`config.mk`:
```
export PLATFORM = sky130hd
export DESIGN_NAME = alu_reservation_station
export DESIGN_NICKNAME = d
export VERILOG_FILES = /design/src/rtl/viola_pkg.sv /design/src/rtl/rs_select.sv /design/src/rtl/alu_reservation_station.sv
export SDC_FILE = /design/constraint.sdc
export NUM_CORES = 1
export LEC_CHECK = 0
export ABC_AREA = 0
export ABC_CLOCK_PERIOD_IN_PS = 4700
export CAP_MARGIN = 20
export CORE_MARGIN = 5
export CORE_UTILIZATION = 45
export DETAILED_ROUTE_END_ITERATION = 10
export PLACE_DENSITY_LB_ADDON = 0.12
export SLEW_MARGIN = 20
export SYNTH_ARGS = -nofsm -noshare
export SYNTH_HDL_FRONTEND = slang
export SYNTH_SLANG_ARGS = --single-unit
```
`constraint.sdc`:
```
create_clock -name clk -period 4.7 [get_ports clk]
set_clock_uncertainty 0.2 [all_clocks]
set_input_delay 0.94 -clock clk [delete_from_list [all_inputs] [get_ports clk]]
set_output_delay 0.94 -clock clk [all_outputs]
set_load 0.05 [all_outputs]
```
`src/rtl/viola_pkg.sv`:
```
// ----------------------------------------------------------------------------
// viola_pkg
// Shared definitions for the ALU reservation station and its selector:
//   - 5-bit opcode encodings (ADD .. JAL_C) and the NOP_OP "no op" marker
//   - is_load_store(): identifies opcodes owned by the load/store buffer
//   - DEF_TAG_W: default ROB tag width (tag 0 = no dependency / no result)
// ----------------------------------------------------------------------------
package viola_pkg;

  localparam int DEF_TAG_W = 3;

  localparam logic [4:0] ADD    = 5'd0;
  localparam logic [4:0] SUB    = 5'd1;
  localparam logic [4:0] SLL    = 5'd2;
  localparam logic [4:0] SLT    = 5'd3;
  localparam logic [4:0] SLTU   = 5'd4;
  localparam logic [4:0] XOR_OP = 5'd5;
  localparam logic [4:0] SRL    = 5'd6;
  localparam logic [4:0] SRA    = 5'd7;
  localparam logic [4:0] OR_OP  = 5'd8;
  localparam logic [4:0] AND_OP = 5'd9;
  localparam logic [4:0] BEQ    = 5'd10;
  localparam logic [4:0] BNE    = 5'd11;
  localparam logic [4:0] BLT    = 5'd12;
  localparam logic [4:0] BGE    = 5'd13;
  localparam logic [4:0] BLTU   = 5'd14;
  localparam logic [4:0] BGEU   = 5'd15;
  localparam logic [4:0] JALR   = 5'd16;
  localparam logic [4:0] AUIPC  = 5'd17;
  // Loads and stores occupy 5'b10010 .. 5'b11001.
  localparam logic [4:0] LB     = 5'd18;
  localparam logic [4:0] LH     = 5'd19;
  localparam logic [4:0] LW     = 5'd20;
  localparam logic [4:0] LBU    = 5'd21;
  localparam logic [4:0] LHU    = 5'd22;
  localparam logic [4:0] SB     = 5'd23;
  localparam logic [4:0] SH     = 5'd24;
  localparam logic [4:0] SW     = 5'd25;
  localparam logic [4:0] LUI    = 5'd26;
  localparam logic [4:0] JAL_C  = 5'd27;
  localparam logic [4:0] NOP_OP = 5'b11111;

  function automatic logic is_load_store(input logic [4:0] op);
    return (op >= LB) && (op <= SW);
  endfunction

endpackage

```
`src/rtl/rs_select.sv`:
```
// ----------------------------------------------------------------------------
// rs_select
// Combinational issue picker for the reservation station.
// Optional feature macro: RS_AGE_ORDER_EN
//   undefined : grant = lowest-index ready entry
//   defined   : grant = ready entry with the largest age, ties to lowest index
// Ports:
//   ready [DEPTH]        entries eligible to issue
//   age   [DEPTH][IDX_W] per-entry age (RS_AGE_ORDER_EN only)
//   grant [IDX_W]        selected entry index (0 when valid is low)
//   valid                at least one entry is ready
// ----------------------------------------------------------------------------
module rs_select #(
  parameter int DEPTH = 4,
  parameter int IDX_W = $clog2(DEPTH)
) (
  input  logic [DEPTH-1:0]            ready,
`ifdef RS_AGE_ORDER_EN
  input  logic [DEPTH-1:0][IDX_W-1:0] age,
`endif
  output logic [IDX_W-1:0]            grant,
  output logic                        valid
);

`ifdef RS_AGE_ORDER_EN
  logic [IDX_W-1:0] best_age;

  // Strict '>' keeps the earlier (lower) index on equal ages.
  always_comb begin
    valid    = 1'b0;
    grant    = '0;
    best_age = '0;
    for (int i = 0; i < DEPTH; i++) begin
      if (ready[i] && (!valid || age[i] > best_age)) begin
        valid    = 1'b1;
        grant    = IDX_W'(i);
        best_age = age[i];
      end
    end
  end
`else
  // Scanning downward lets the lowest ready index win the last assignment.
  always_comb begin
    valid = 1'b0;
    grant = '0;
    for (int i = DEPTH-1; i >= 0; i--) begin
      if (ready[i]) begin
        valid = 1'b1;
        grant = IDX_W'(i);
      end
    end
  end
`endif

endmodule

```
`src/rtl/alu_reservation_station.sv`:
```
// ----------------------------------------------------------------------------
// alu_reservation_station
// Holds ALU / branch / JALR ops from the ROB until both operands are known,
// snooping the ALU and memory result buses by ROB tag, and issues one ready
// op per cycle to the ALU.
// Optional feature macro: RS_AGE_ORDER_EN (oldest-ready-first issue).
// Ports:
//   clk, rst                 clock; synchronous active-high reset / flush
//   op_in                    dispatched opcode (NOP_OP = no dispatch)
//   value1_in/query1_in      operand 1 value / producing tag (0 = ready)
//   value2_in/query2_in      operand 2 value / producing tag (0 = ready)
//   imm_in, target_in        immediate and this op's ROB tag
//   alu_num/alu_value        ALU result broadcast (tag 0 = idle)
//   mem_num/mem_value        memory result broadcast (tag 0 = idle)
//   rs_full                  registered back-pressure to the ROB
//   issue_op/v1/v2/imm/tag   registered issue to the ALU (NOP_OP, tag 0 idle)
// ----------------------------------------------------------------------------
module alu_reservation_station
  import viola_pkg::*;
#(
  parameter int DEPTH = 4,
  parameter int TAG_W = DEF_TAG_W
) (
  input  logic             clk,
  input  logic             rst,
  input  logic [4:0]       op_in,
  input  logic [31:0]      value1_in,
  input  logic [31:0]      value2_in,
  input  logic [TAG_W-1:0] query1_in,
  input  logic [TAG_W-1:0] query2_in,
  input  logic [31:0]      imm_in,
  input  logic [TAG_W-1:0] target_in,
  input  logic [TAG_W-1:0] alu_num,
  input  logic [31:0]      alu_value,
  input  logic [TAG_W-1:0] mem_num,
  input  logic [31:0]      mem_value,
  output logic             rs_full,
  output logic [4:0]       issue_op,
  output logic [31:0]      issue_v1,
  output logic [31:0]      issue_v2,
  output logic [31:0]      issue_imm,
  output logic [TAG_W-1:0] issue_tag
);

  localparam int IDX_W = $clog2(DEPTH);

  // Entry storage
  logic [DEPTH-1:0] busy;
  logic [4:0]       op_q  [DEPTH];
  logic [31:0]      v1_q  [DEPTH];
  logic [31:0]      v2_q  [DEPTH];
  logic [31:0]      imm_q [DEPTH];
  logic [TAG_W-1:0] q1_q  [DEPTH];
  logic [TAG_W-1:0] q2_q  [DEPTH];
  logic [TAG_W-1:0] tag_q [DEPTH];
`ifdef RS_AGE_ORDER_EN
  logic [DEPTH-1:0][IDX_W-1:0] age_q;
`endif

  logic [DEPTH-1:0] ready;
  logic [IDX_W-1:0] grant;
  logic             grant_valid;
  logic [IDX_W-1:0] free_idx;
  logic             free_found;
  logic             dispatch_take;
  logic             dispatch_en;
  logic [31:0]      d_v1, d_v2;
  logic [TAG_W-1:0] d_q1, d_q2;
  logic [DEPTH-1:0] next_busy;

  // Readiness is judged on registered state, so an entry woken at this edge
  // cannot issue before the following one.
  always_comb begin
    for (int i = 0; i < DEPTH; i++) begin
      ready[i] = busy[i] && (q1_q[i] == '0) && (q2_q[i] == '0);
    end
  end

  rs_select #(.DEPTH(DEPTH), .IDX_W(IDX_W)) u_select (
    .ready (ready),
`ifdef RS_AGE_ORDER_EN
    .age   (age_q),
`endif
    .grant (grant),
    .valid (grant_valid)
  );

  // Free slot comes from pre-issue occupancy: a slot issuing at this edge is
  // still seen as busy and becomes reusable only from the next edge.
  // NOTE: every combinational output gets a default at the top of the block,
  // otherwise a path that skips an assignment infers a latch.
  always_comb begin
    free_found = 1'b0;
    free_idx   = '0;
    for (int i = DEPTH-1; i >= 0; i--) begin
      if (!busy[i]) begin
        free_found = 1'b1;
        free_idx   = IDX_W'(i);
      end
    end
  end

  assign dispatch_take = (op_in != NOP_OP) && !is_load_store(op_in);
  assign dispatch_en   = dispatch_take && free_found;

  // Same-cycle bypass of a broadcast into the dispatched operands; the ALU
  // bus wins when both buses carry the same tag.
  // NOTE: blocking '=' in combinational logic, non-blocking '<=' for state.
  always_comb begin
    d_v1 = value1_in;
    d_q1 = query1_in;
    d_v2 = value2_in;
    d_q2 = query2_in;
    if (query1_in != '0 && query1_in == alu_num) begin
      d_v1 = alu_value;
      d_q1 = '0;
    end else if (query1_in != '0 && query1_in == mem_num) begin
      d_v1 = mem_value;
      d_q1 = '0;
    end
    if (query2_in != '0 && query2_in == alu_num) begin
      d_v2 = alu_value;
      d_q2 = '0;
    end else if (query2_in != '0 && query2_in == mem_num) begin
      d_v2 = mem_value;
      d_q2 = '0;
    end
  end

  always_comb begin
    next_busy = busy;
    if (grant_valid) next_busy[grant] = 1'b0;
    if (dispatch_en) next_busy[free_idx] = 1'b1;
  end

  // Control state and issue registers
  always_ff @(posedge clk) begin
    if (rst) begin
      busy      <= '0;
      rs_full   <= 1'b0;
      issue_op  <= NOP_OP;
      issue_tag <= '0;
      issue_v1  <= '0;
      issue_v2  <= '0;
      issue_imm <= '0;
    end else begin
      busy    <= next_busy;
      // One slot of headroom covers the dispatch already in flight.
      rs_full <= ($countones(next_busy) >= DEPTH - 1);
      if (grant_valid) begin
        issue_op  <= op_q[grant];
        issue_tag <= tag_q[grant];
        issue_v1  <= v1_q[grant];
        issue_v2  <= v2_q[grant];
        issue_imm <= imm_q[grant];
      end else begin
        issue_op  <= NOP_OP;
        issue_tag <= '0;
      end
    end
  end

  // Entry payload. Only the busy bits qualify these fields, so they need no
  // reset; a flush simply leaves stale contents behind idle entries.
  // NOTE: storage arrays are intentionally not reset.
  always_ff @(posedge clk) begin
    for (int i = 0; i < DEPTH; i++) begin
      if (busy[i]) begin
        if (q1_q[i] != '0 && q1_q[i] == alu_num) begin
          v1_q[i] <= alu_value;
          q1_q[i] <= '0;
        end else if (q1_q[i] != '0 && q1_q[i] == mem_num) begin
          v1_q[i] <= mem_value;
          q1_q[i] <= '0;
        end
        if (q2_q[i] != '0 && q2_q[i] == alu_num) begin
          v2_q[i] <= alu_value;
          q2_q[i] <= '0;
        end else if (q2_q[i] != '0 && q2_q[i] == mem_num) begin
          v2_q[i] <= mem_value;
          q2_q[i] <= '0;
        end
`ifdef RS_AGE_ORDER_EN
        if (age_q[i] != '1) age_q[i] <= age_q[i] + 1'b1;
`endif
      end
    end
    // The free slot is never busy, so this cannot collide with wakeup above.
    if (dispatch_en) begin
      op_q[free_idx]  <= op_in;
      v1_q[free_idx]  <= d_v1;
      q1_q[free_idx]  <= d_q1;
      v2_q[free_idx]  <= d_v2;
      q2_q[free_idx]  <= d_q2;
      imm_q[free_idx] <= imm_in;
      tag_q[free_idx] <= target_in;
`ifdef RS_AGE_ORDER_EN
      age_q[free_idx] <= '0;
`endif
    end
  end

  // The ROB must honour rs_full; a dispatch with no free slot would be lost.
  dispatch_dropped: assert property (@(posedge clk) disable iff (rst)
    !(dispatch_take && !free_found));

endmodule

```
# After elaboration in Yosys (flattened, before gate mapping)
# Memories as Yosys holds them, arrays and structs flattened. A register that Yosys moved wholly into a read port is not among the register bits.
# Index checks and enable logic that the tools add are counted.
# word_totals
regBits	5
mem_bits_rw	440
input_bits	182
out_inout_bits	105
elab_cells	217
memories	7
# op_classes
addsub	3
order_cmp	7
n_eq_ne	21
muxes	104
bitwise_logic	20
reduce_logical	53
# mem_list
name	depth	width	read_ports	rd_ports_with_merged_regs	wr	line_no	rtl
imm_q	4	32	1	1	1	alu_reservation_station.sv:52	logic [31:0] imm_q [DEPTH];
v1_q	4	32	1	1	5	alu_reservation_station.sv:50	logic [31:0] v1_q [DEPTH];
v2_q	4	32	1	1	5	alu_reservation_station.sv:51	logic [31:0] v2_q [DEPTH];
op_q	4	5	1	1	1	alu_reservation_station.sv:49	logic [4:0] op_q [DEPTH];
q1_q	4	3	4	0	5	alu_reservation_station.sv:53	logic [TAG_W-1:0] q1_q [DEPTH];
q2_q	4	3	4	0	5	alu_reservation_station.sv:54	logic [TAG_W-1:0] q2_q [DEPTH];
1 more memories	n/a	n/a	n/a	n/a	n/a	n/a	
# op_table
cell	count
2-to-1 mux 32 bit	12
2-to-1 mux 1 bit	68
== test 3 bit	20
2-to-1 mux 3 bit	12
logical AND 1 bit	33
nonzero test 3 bit	10
logical NOT 3 bit	8
2-to-1 mux 2 bit	8
OR 1 bit	16
2-to-1 mux 4 bit	2
less-than comparator 2 x 3 -> 1 bit (second input constant)	2
>= comparator 5 bit (second input constant)	1
less-or-equal comparator 5 bit (second input constant)	1
!= test 5 bit (second input constant)	1
adder 1 x 1 -> 2 bit	2
bitwise AND 4 bit	1
demux 1 bit (select 2 bit)	2
>= comparator 2 x 1 -> 1 bit (second input constant)	2
inverter 4 bit	1
OR 4 bit	1
adder 2 x 2 -> 3 bit	1
>= comparator 3 x 2 -> 1 bit (second input constant)	1
OR reduction 2 bit	1
logical NOT 1 bit	1
inverter 1 bit	1

# Depth between registers and ports, before layout
# Gate-level depths: netlist of run 1.
# logic_depth
ltp_word	19
ltp_mapped	14
depth_no_buf	12

# Modules after synthesis
# A second synthesis of run 1 with hierarchy kept.
# hier_totals
hier_cells	2384
area_unflattened_um2	28175.8
# modules_own_cells
mod	instances	cells_each	area_per_inst_um2	seq_area_each_um2
alu_reservation_station	1	2377	28140.7	15394.8
rs_select	1	7	35.0	0.0

# Worst setup path before layout of run 1
# No wires, ideal clock.
# synth_timing
path_kind	input to register
start	input port alu_num[2]
end	memory q1_q[3][0] (netlist bit), enable pin
setup_time_ns	0.438
t_arrival_ns	3.573
required_ns	4.062
slack_ns	0.489
cell_stages	4
n_path_buf	1
path_cell_list	buf_2 -> xor2_1 -> or4_1 -> o211ai_1
# synth_lines
item	line_no	rtl
from (decl)	alu_reservation_station.sv:33	input logic [TAG_W-1:0] alu_num,
to (decl)	alu_reservation_station.sv:53	

==> flow_summary.json, run 1 <==
{
  "post_route_cells_drive_above_1_share_pct": 9.87,
  "ir_drop_v": 0.000269,
  "grt_pass1_vias": 20900,
  "dr_total_vias": 20700,
  "grt_max_degree": 138,
  "leakage_nw": 12.7,
  "worstPathArrival_ns": 4.09,
  "r2r_start": "q1_q[1][1]$_SDFFCE_PN0P_",
  "final_antenna_net_count": 0,
  "finalHoldViolCount": 0,
  "initial_core_util_pct": 45.5,
  "r2r_cells": 11,
  "clkLatencyLatePin_ns": 0.62,
  "worstMarginPinSlew_ns": 0.950,
  "die_height_um": 257,
  "route.detailed.drc": 0,
  "period_needed_ns": 3.81,
  "netlist_area_mm2": 0.0274,
  "htreeDepth": 2,
  "coreArea_mm2": 0.0604,
  "post_cts_buffers": 0,
  "cts-buffers-inserted": 57,
  "overflow": 0,
  "synth_cell_types": 56,
  "startpoint": "q1_q[1][1]$_SDFFCE_PN0P_",
  "drtIter0Drc": 1753,
  "ys_seq_elements": 549,
  "clkSlewWorstSetupHoldPaths_ns": 0.07,
  "fin_crit_sh_pct": 81.0,
  "wl_met3_um": 6270,
  "vias_per_cell": 6.24,
  "syn-num-nets": 2496,
  "gp_congestion": 0.839,
  "cellPowerDensity_mw_per_mm2": 371,
  "area_growth_pct": 20.8,
  "maxSlewHeadroom_pct": 36.6,
  "fillerInstances": 5085,
  "synth_cells": 2310,
  "ctsResizeCount": 0,
  "topRoutingLayerUsed": "met5",
  "die_area_mm2": 0.0660,
  "setup.worst_path.end_class": "flop",
  "cts_tree": "done",
  "synth_sequential_area_ratio_pct": 56.1,
  "synthArstFlopShare_pct": 0,
  "power_w": 0.0123,
  "synth_edf_count": 440,
  "hold_buffers": 0,
  "drtPass1Iterations": 5,
  "cp.required_ns": 4.98,
  "cap_viol_max_count": 0,
  "hp-class": "reg -> reg",
  "nets": 2670,
  "path_class": "reg -> reg",
  "met2_wirelength_um": 43700,
  "met1_length_um": 37800,
  "ys.warnings.count": 0,
  "dp_hpwl_um": 54400,
  "clk_path_buf_depth": 3,
  "rows": 90,
  "antenna_found_initial": 2,
  "min_from": "op_q[0][1]$_DFFE_PP_",
  "fmax_mhz": 263,
  "rsz0062_at_grt": "false",
  "critPathLaunchType": "flop",
  "hold_depth": 2,
  "io_buffers": 286,
  "status": "completed",
  "synth_area_per_cell_um2": 11.9,
  "cp_max_fo": 6,
  "setup_viol": 0,
  "routedWlPerCell_um": 27.3,
  "wl_um": 90600,
  "maxSlewViolCount": 0,
  "grt_pass1_wl_um": 134000,
  "cts.sinks": 549,
  "io_pins": 287,
  "whs_ns": 0.247,
  "root_buffer": "clkbuf_16",
  "die_x_um": 257,
  "grt_usage_pct": 26.4,
  "setup-tns-final_ns": 0,
  "ys.flop_type": "edfxtp_1"
}
-- final cells by class --
class                           instances  area [µm²]  area share, %
Sequential cell                       549       15400           46.5
Multi-Input combinational cell       1493       11100           33.5
Timing Repair Buffer                  373        3740           11.3
Clock buffer                           91        1700           5.12
Tap cell                              782         978           2.95
Clock inverter                         17         189          0.570
Inverter                               10        40.0          0.121
Antenna cell                            1        2.50        0.00755
-- registers in the layout (all words and copies together), names as in the netlist --
name	count
busy	4
issue_v2	32
issue_tag	3
issue_imm	32
issue_v1	32
q1_q	12
q2_q	12
rs_full	1
v2_q	128
imm_q	128
issue_op	5
op_q	20
tag_q	12
v1_q	128
-- placed cells by master, fill, tap and decap left out, types with 58 or more instances in the layout --
master           synthesis  layout
edfxtp_1               440     440
mux2i_1                410     410
clkdlybuf4s50_1          0     285
nand2_1                288     282
nor2_1                 132     130
dfxtp_1                109     109
o221ai_1               101     101
a311oi_1                96      96
buf_4                   17      70
o211ai_1                68      68
nand3b_1                64      64
clkbuf_16                0      58
-- critical path, cell delays in order (launching register included) --
cell,delay [ns]
edfxtp_1,0.45
nor4_1,0.52
nand3_1,0.46
nand2_1,0.41
o21ai_0,0.21
and2_1,0.23
fa_1,0.50
inv_1,0.04
ha_1,0.19
ha_1,0.30
a31oi_1,0.13
nor2_1,0.05
-- synthesized netlist by cell type, drive strengths merged, types with 2 or more instances --
cell     count  area [µm²]
mux2        32         360
o31a         3        26.3
o221ai     101         885
o2111ai      5        68.8
nor2b        3        18.8
nor2       132         495
a211o        3        26.3
and3         6        37.5
mux2i      416        4190
clkbuf     194         728
and2         3        18.8
nand4        2        12.5
xor2        29         254
inv         10        37.5
or3b         4        35.0
nor3         7        35.0
o211ai      68         510
nand3b      64         480
a311oi      96         841
a211oi       8        70.1
ha           3        37.5
o22ai       32         200
xnor2       20         175
a22o         3        26.3
edfxtp     440       13200
a21boi      32         240
or4          7        52.6
nor4         7        58.8
dfxtp      109        2180
nand2      288        1080
o21ai       41         205
a21oi       14        70.1
nand3       52         260
buf         64         397
-- per-stage QoR --
step / instance area [µm²] / instances / worst slack [ns] / utilization [%]
2_1_floorplan: 27400 / 2310 / 0.489 / -
3_3_place_gp: 31200 / 3207 / 0.383 / 51.8
3_5_place_dp: 31200 / 3207 / 0.346 / 51.8
4_1_cts: 33100 / 3315 / 0.973 / 54.9
5_1_grt: 33100 / 3315 / 0.684 / 54.9
6_report: 33100 / 3316 / 0.893 / 54.9
-- logic make-up (layout without fill, tap and decap cells) --
logic type	Yosys count	count (layout)	share of synthesized area, %
AO/OA/AOI/OAI	412	412	11.7
XOR/XNOR	49	49	1.56
adder cells (fa/ha/maj)	4	4	0.210
buffers and inverters	268	491	4.24
flip-flops	549	549	56.1
multiplexers	448	448	16.6
other	0	1	0
AND/OR/NAND/NOR	580	580	9.57
-- metal layers --
layer / GRT usage [%] / vias to the layer above
li1: - / 9130
met1: 35.6 / 10500
met2: 43.9 / 873
met3: 4.09 / 169
met4: 8.83 / 2
met5: 0 / -
-- power by group --
group / switching [W] / total, W / internal [W]
Sequential: 0.000127 / 0.00579 / 0.00567
Clock: 0.00194 / 0.00457 / 0.00264
Combinational: 0.00122 / 0.00191 / 0.000695
-- path summary, 6_finish.rpt --
check	endpoint	slack, ns
worst max register to register	rs_full$_SDFF_PP0_	0.89
worst max-delay path	rs_full$_SDFF_PP0_	0.89
worst min register to register	issue_op[1]$_SDFF_PP1_	0.25
worst min-delay path	issue_op[1]$_SDFF_PP1_	0.25
Note: power is estimated with default switching activity, not from simulation.
==> run 2: changes to the inputs <==
--- a/config.mk
+++ b/config.mk
@@ -6,7 +6,7 @@
 export NUM_CORES = 1
 export LEC_CHECK = 0
 export ABC_AREA = 0
-export ABC_CLOCK_PERIOD_IN_PS = 4700
+export ABC_CLOCK_PERIOD_IN_PS = 3200
 export CAP_MARGIN = 20
 export CORE_MARGIN = 5
 export CORE_UTILIZATION = 45
==> constraint.sdc (replaced) <==
create_clock -name clk -period 3.2 [get_ports clk]
set_clock_uncertainty 0.2 [all_clocks]
set_input_delay 0.64 -clock clk [delete_from_list [all_inputs] [get_ports clk]]
set_output_delay 0.64 -clock clk [all_outputs]
set_load 0.05 [all_outputs]
==> flow_summary.json, run 2 (synthesis gave the netlist of run 1 again) <==
{
  "status": "completed",
  "drtIter0Drc": 1534,
  "hold_depth": 2,
  "final_antenna_net_count": 0,
  "fillerInstances": 4939,
  "gp_congestion": 0.856,
  "final_cells": 3467,
  "postLayoutCoreUtil_pct": 57.8,
  "cts.sinks": 549,
  "vias_per_cell": 6.07,
  "coreArea_mm2": 0.0604,
  "period_needed_ns": 3.16,
  "overflow": 0,
  "io_pins": 287,
  "initial_core_util_pct": 45.5,
  "hold_buffers": 0,
  "die_height_um": 257,
  "top_regs": "imm_q x128, v1_q x128, v2_q x128",
  "grt_usage_pct": 26.5,
  "r2r_cells": 11,
  "whs_endpoint": "issue_op[4]$_SDFF_PP1_",
  "routedWlPerCell_um": 26.2,
  "cts-buffers-inserted": 59,
  "maxSlewHeadroom_pct": 43.3,
  "min_from": "op_q[0][4]$_DFFE_PP_",
  "area_growth_pct": 27.1,
  "maxSlewViolCount": 0,
  "fmax_mhz": 316,
  "setup.worst_path.end_class": "flop",
  "path_class": "in -> reg",
  "rows": 90,
  "cp.required_ns": 3.51,
  "setup_viol": 0,
  "nets": 2816,
  "fin_crit_sh_pct": 98.9,
  "finalHoldViolCount": 0,
  "reg2reg_to": "rs_full$_SDFF_PP0_",
  "layout_commonest_cell": "edfxtp_1",
  "wl_um": 90700,
  "combPwrFrac_pct": 16.7,
  "layout_common_cells": "440 x edfxtp_1, 410 x mux2i_1, 285 x clkdlybuf4s50_1",
  "dp_cells": 3348,
  "cts_tree": "done",
  "hp-class": "reg -> reg",
  "pwr-share-seq_pct": 45.4,
  "post_route_cells_drive_above_1_share_pct": 15.3,
  "antenna_found_initial": 3,
  "r2r_setup_slack_ns": 0.07,
  "worstPathArrival_ns": 3.48,
  "p_clk_share_pct": 37.9,
  "p_sw_share_pct": 26.2,
  "route.detailed.drc": 0,
  "htreeDepth": 2,
  "grt_pass1_vias": 21400,
  "power.switching_w": 0.00490,
  "cp_max_fo": 2,
  "grt_max_degree": 106,
  "clkSlewWorstSetupHoldPaths_ns": 0.06,
  "die_x_um": 257,
  "leakage_nw": 13.6,
  "ir_drop_v": 0.000382,
  "die_area_mm2": 0.0660,
  "root_buffer": "clkbuf_16",
  "clkLatencyLatePin_ns": 0.62,
  "critPathLaunchType": "input pin",
  "io_buffers": 286,
  "cap_viol_max_count": 0,
  "drtPass1Iterations": 5,
  "cellPowerDensity_mw_per_mm2": 537,
  "grt_pass1_wl_um": 135000,
  "dr_total_vias": 21000,
  "r2r_start": "q1_q[3][2]$_SDFFCE_PN0P_",
  "internal_power_w": 0.0138,
  "worstMarginPinSlew_ns": 0.851,
  "dp_hpwl_um": 57800,
  "clk_path_buf_depth": 3
}
-- run 2: what timing repair did --
item                                    4_1_cts  5_1_grt
pin swaps                                     1        7
gates cloned                                  0        0
gates resized for setup                       1       11
setup buffers                                 0        3
endpoints found under the setup margin        1       39
-- run 2: worst max-delay path by stage --
stage / start / endpoint / slack [ns] / cells past startpoint
after global placement: op_in[3] / rs_full$_SDFF_PP0_ / -0.65 / 11
after detailed placement: op_in[3] / rs_full$_SDFF_PP0_ / -0.62 / 11
after floorplan: alu_num[0] / q1_q[3][0]$_SDFFCE_PN0P_ / -0.60 / 4
after global routing: op_in[3] / rs_full$_SDFF_PP0_ / -0.005 / 12
final: op_in[3] / rs_full$_SDFF_PP0_ / 0.04 / 12
after CTS: q2_q[2][1]$_SDFFCE_PN0P_ / issue_imm[30]$_SDFFE_PP0N_ / 0.03 / 8
-- run 2: power by group through the flow --
stage                     registers, W  logic, W  clock network (W)
final                          0.00850   0.00313            0.00709
after global routing           0.00854   0.00334            0.00751
after CTS                      0.00850   0.00311            0.00721
after detailed placement       0.00865   0.00310                  0
after global placement         0.00863   0.00303                  0
after floorplan                0.00884   0.00147                  0
-- run 2: final cells by class --
cell class | count | area, µm² | area share [%]
timing repair buffer | 517 | 5260 | 15.1
tap | 782 | 978 | 2.81
inverter | 10 | 43.8 | 0.126
antenna | 5 | 12.5 | 0.0359
clock buffer | 79 | 1630 | 4.68
multi-input combinational | 1493 | 11200 | 32.0
clock inverter | 32 | 379 | 1.09
sequential | 549 | 15400 | 44.2
-- run 2: layer usage --
| layer | wire length (µm) | up-vias | GRT usage, % | share of wire [%] |
|---|---|---|---|---|
| met2 | 44400 | 876 | 44.6 | 49 |
| met3 | 6360 | 155 | 3.95 | 7.0 |
| li1 | - | 9443 | - | - |
| met1 | 37200 | 10600 | 35.4 | 41 |
| met4 | 2710 | 0 | 8.93 | 3.0 |
| met5 | 0 | - | 0 | 0 |
-- run 2: metrics by stage --
stage | total power [W] | setup TNS [ns] | setup WS [ns] | hold WS (ns) | instance area [µm²]
after detailed placement | 0.0117 | -138.65 | -0.622 | 0.226 | 32800
after global placement | 0.0117 | -128.17 | -0.645 | 0.228 | 32800
after CTS | 0.0188 | 0 | 0.0321 | 0.242 | 34800
final | 0.0187 | 0 | 0.0357 | 0.243 | 34900
after floorplan | 0.0103 | -81.43 | -0.605 | 0.218 | 27500
after global routing | 0.0194 | -0.00537 | -0.00537 | 0.275 | 34900
-- run 2: critical path, stage by stage --
cell and delay, ns:
clkdlybuf4s50_1 0.47, a21bo_2 0.23, a211o_4 0.37, a211o_4 0.34, and2_1 0.17, fa_1 0.55, inv_2 0.05, ha_4 0.16
buf_4 0.13, ha_1 0.18, a31oi_1 0.14, nor2_1 0.06
==> run 3: changes to the inputs <==
--- a/config.mk
+++ b/config.mk
@@ -12,6 +12,7 @@
 export CORE_UTILIZATION = 45
 export DETAILED_ROUTE_END_ITERATION = 10
 export PLACE_DENSITY_LB_ADDON = 0.12
+export SETUP_SLACK_MARGIN = 0.4
 export SLEW_MARGIN = 20
 export SYNTH_ARGS = -nofsm -noshare
 export SYNTH_HDL_FRONTEND = slang
==> flow_summary.json, run 3 (synthesis gave the netlist of run 1 again) <==
{
  "worst_path_most_repeated_cell": "ha_4",
  "initial_core_util_pct": 45.5,
  "wl_um": 91600,
  "clkLatencyLatePin_ns": 0.62,
  "clk_path_buf_depth": 3,
  "top_regs": "imm_q x128, v1_q x128, v2_q x128",
  "cts.sinks": 549,
  "io_pins": 287,
  "setup_viol": 0,
  "dp_hpwl_um": 58200,
  "fin_ws_ns": 0.210,
  "grt_pass1_vias": 21400,
  "gp_congestion": 0.876,
  "htreeDepth": 2,
  "dpl_cell_area_mm2": 0.0326,
  "clkSlewWorstSetupHoldPaths_ns": 0.06,
  "layout_commonest_cell": "edfxtp_1",
  "rows": 90,
  "critPathLaunchType": "flop",
  "route.detailed.drc": 0,
  "grt_pass1_wl_um": 134000,
  "met1_length_um": 37000,
  "final_antenna_net_count": 0,
  "met2_wirelength_um": 44700,
  "die_height_um": 257,
  "drtPass1Iterations": 6,
  "grt_usage_pct": 26.3,
  "root_buffer": "clkbuf_16",
  "hold_buffers": 0,
  "nets": 2800,
  "coreArea_mm2": 0.0604,
  "cts_tree": "done",
  "die_x_um": 257,
  "area_growth_pct": 28.2,
  "setup-tns-final_ns": 0,
  "crit_chain": "or4_4 > nor4_4 > nand2_4 > o21ai_4 > and2_4 > fa_1 > inv_2 > ha_4 > ha_4 > a31oi_1 > nor2_1",
  "worstPathArrival_ns": 3.29,
  "pre_cts_ws_ns": -0.906,
  "die_area_mm2": 0.0660,
  "cp_max_fo": 2,
  "dr_total_vias": 21300,
  "drtIter0Drc": 1847,
  "worstMarginPinSlew_ns": 0.846,
  "cp.required_ns": 3.50,
  "status": "completed",
  "period_needed_ns": 2.99,
  "cellPowerDensity_mw_per_mm2": 532,
  "layout_common_cells": "440 x edfxtp_1, 388 x mux2i_1, 282 x nand2_1",
  "vias_per_cell": 6.19,
  "path_class": "reg -> reg",
  "wl_met3_um": 6910,
  "post_route_cells_drive_above_1_share_pct": 16.2,
  "routedWlPerCell_um": 26.6,
  "fin_crit_sh_pct": 93.4,
  "leakage_nw": 13.6,
  "maxSlewHeadroom_pct": 43.8,
  "cap_viol_max_count": 0,
  "antenna_found_initial": 3,
  "power_w": 0.0187,
  "topRoutingLayerUsed": "met4",
  "maxSlewViolCount": 0,
  "final_cells": 3449,
  "grt_max_degree": 105,
  "postLayoutCellArea_mm2": 0.0352,
  "setup.worst_path.end_class": "flop",
  "cts-buffers-inserted": 58,
  "fmax_mhz": 334,
  "hp-class": "reg -> reg",
  "slowest_delay_ns": 0.54,
  "dp_cells": 3311,
  "critPathSlowestCell": "or4_4",
  "ir_drop_v": 0.000377,
  "rsz0062_at_grt": "true",
  "fillerInstances": 4938,
  "overflow": 0,
  "finalHoldViolCount": 0,
  "io_buffers": 286
}
[run 3: critical path, delay by kind of cell (launching register included)]
| kind | cells | cell delay, ns |
|---|---|---|
| AO/OA/AOI/OAI | 2 | 0.25 |
| adder cells (fa/ha/maj) | 3 | 0.75 |
| flip-flops | 1 | 0.41 |
| buffers and inverters | 1 | 0.08 |
| AND/OR/NAND/NOR | 5 | 1.19 |
[run 3: per-stage QoR]
stage,util [%],hold WS (ns)
finish,58.3,0.242
global route,58.3,0.266
CTS,57.7,0.237
detailed placement,54.0,0.233
global placement,54.0,0.223
floorplan,-,0.218
[run 3: per-layer routing]
layer  GRT usage [%]  vias to the layer above
met3            3.83                      166
li1                -                     9406
met1            34.7                    10800
met2            44.7                      983
met5               0                        -
met4            9.05                        0
[run 3: area by class of cell]
cell class	count	area (µm²)	share of cell area, %
clock buffer	72	1590	4.51
multi-input combinational	1493	11300	32.2
clock inverter	38	420	1.20
inverter	10	51.3	0.146
tap	782	978	2.78
sequential	549	15400	43.8
antenna	3	7.51	0.0213
timing repair buffer	502	5390	15.3
[run 3: path summary, 6_finish.rpt]
kind	startpoint	end	slack, ns	depth (start not counted)
max	q1_q[3][0]$_SDFFCE_PN0P_	rs_full$_SDFF_PP0_	0.21	11
min	op_q[0][0]$_DFFE_PP_	issue_op[0]$_SDFF_PP1_	0.24	2
min reg2reg	op_q[0][0]$_DFFE_PP_	issue_op[0]$_SDFF_PP1_	0.24	2
max reg2reg	q1_q[3][0]$_SDFFCE_PN0P_	rs_full$_SDFF_PP0_	0.21	11
[run 3: what timing repair did]
item,CTS,global route
pin swaps,14,30
resized for setup,45,25
cloned,1,7
setup buffers,7,10
hold endpoints to repair,0,0
endpoints found under the setup margin,716,302
[run 3: report_power, final]
part / switching, W / internal (W) / leakage [nW]
sequential: 0.000181 / 0.00832 / 4.99
combinational: 0.00187 / 0.00128 / 7.63
clock: 0.00289 / 0.00417 / 0.971
total: 0.00495 / 0.0138 / 13.6
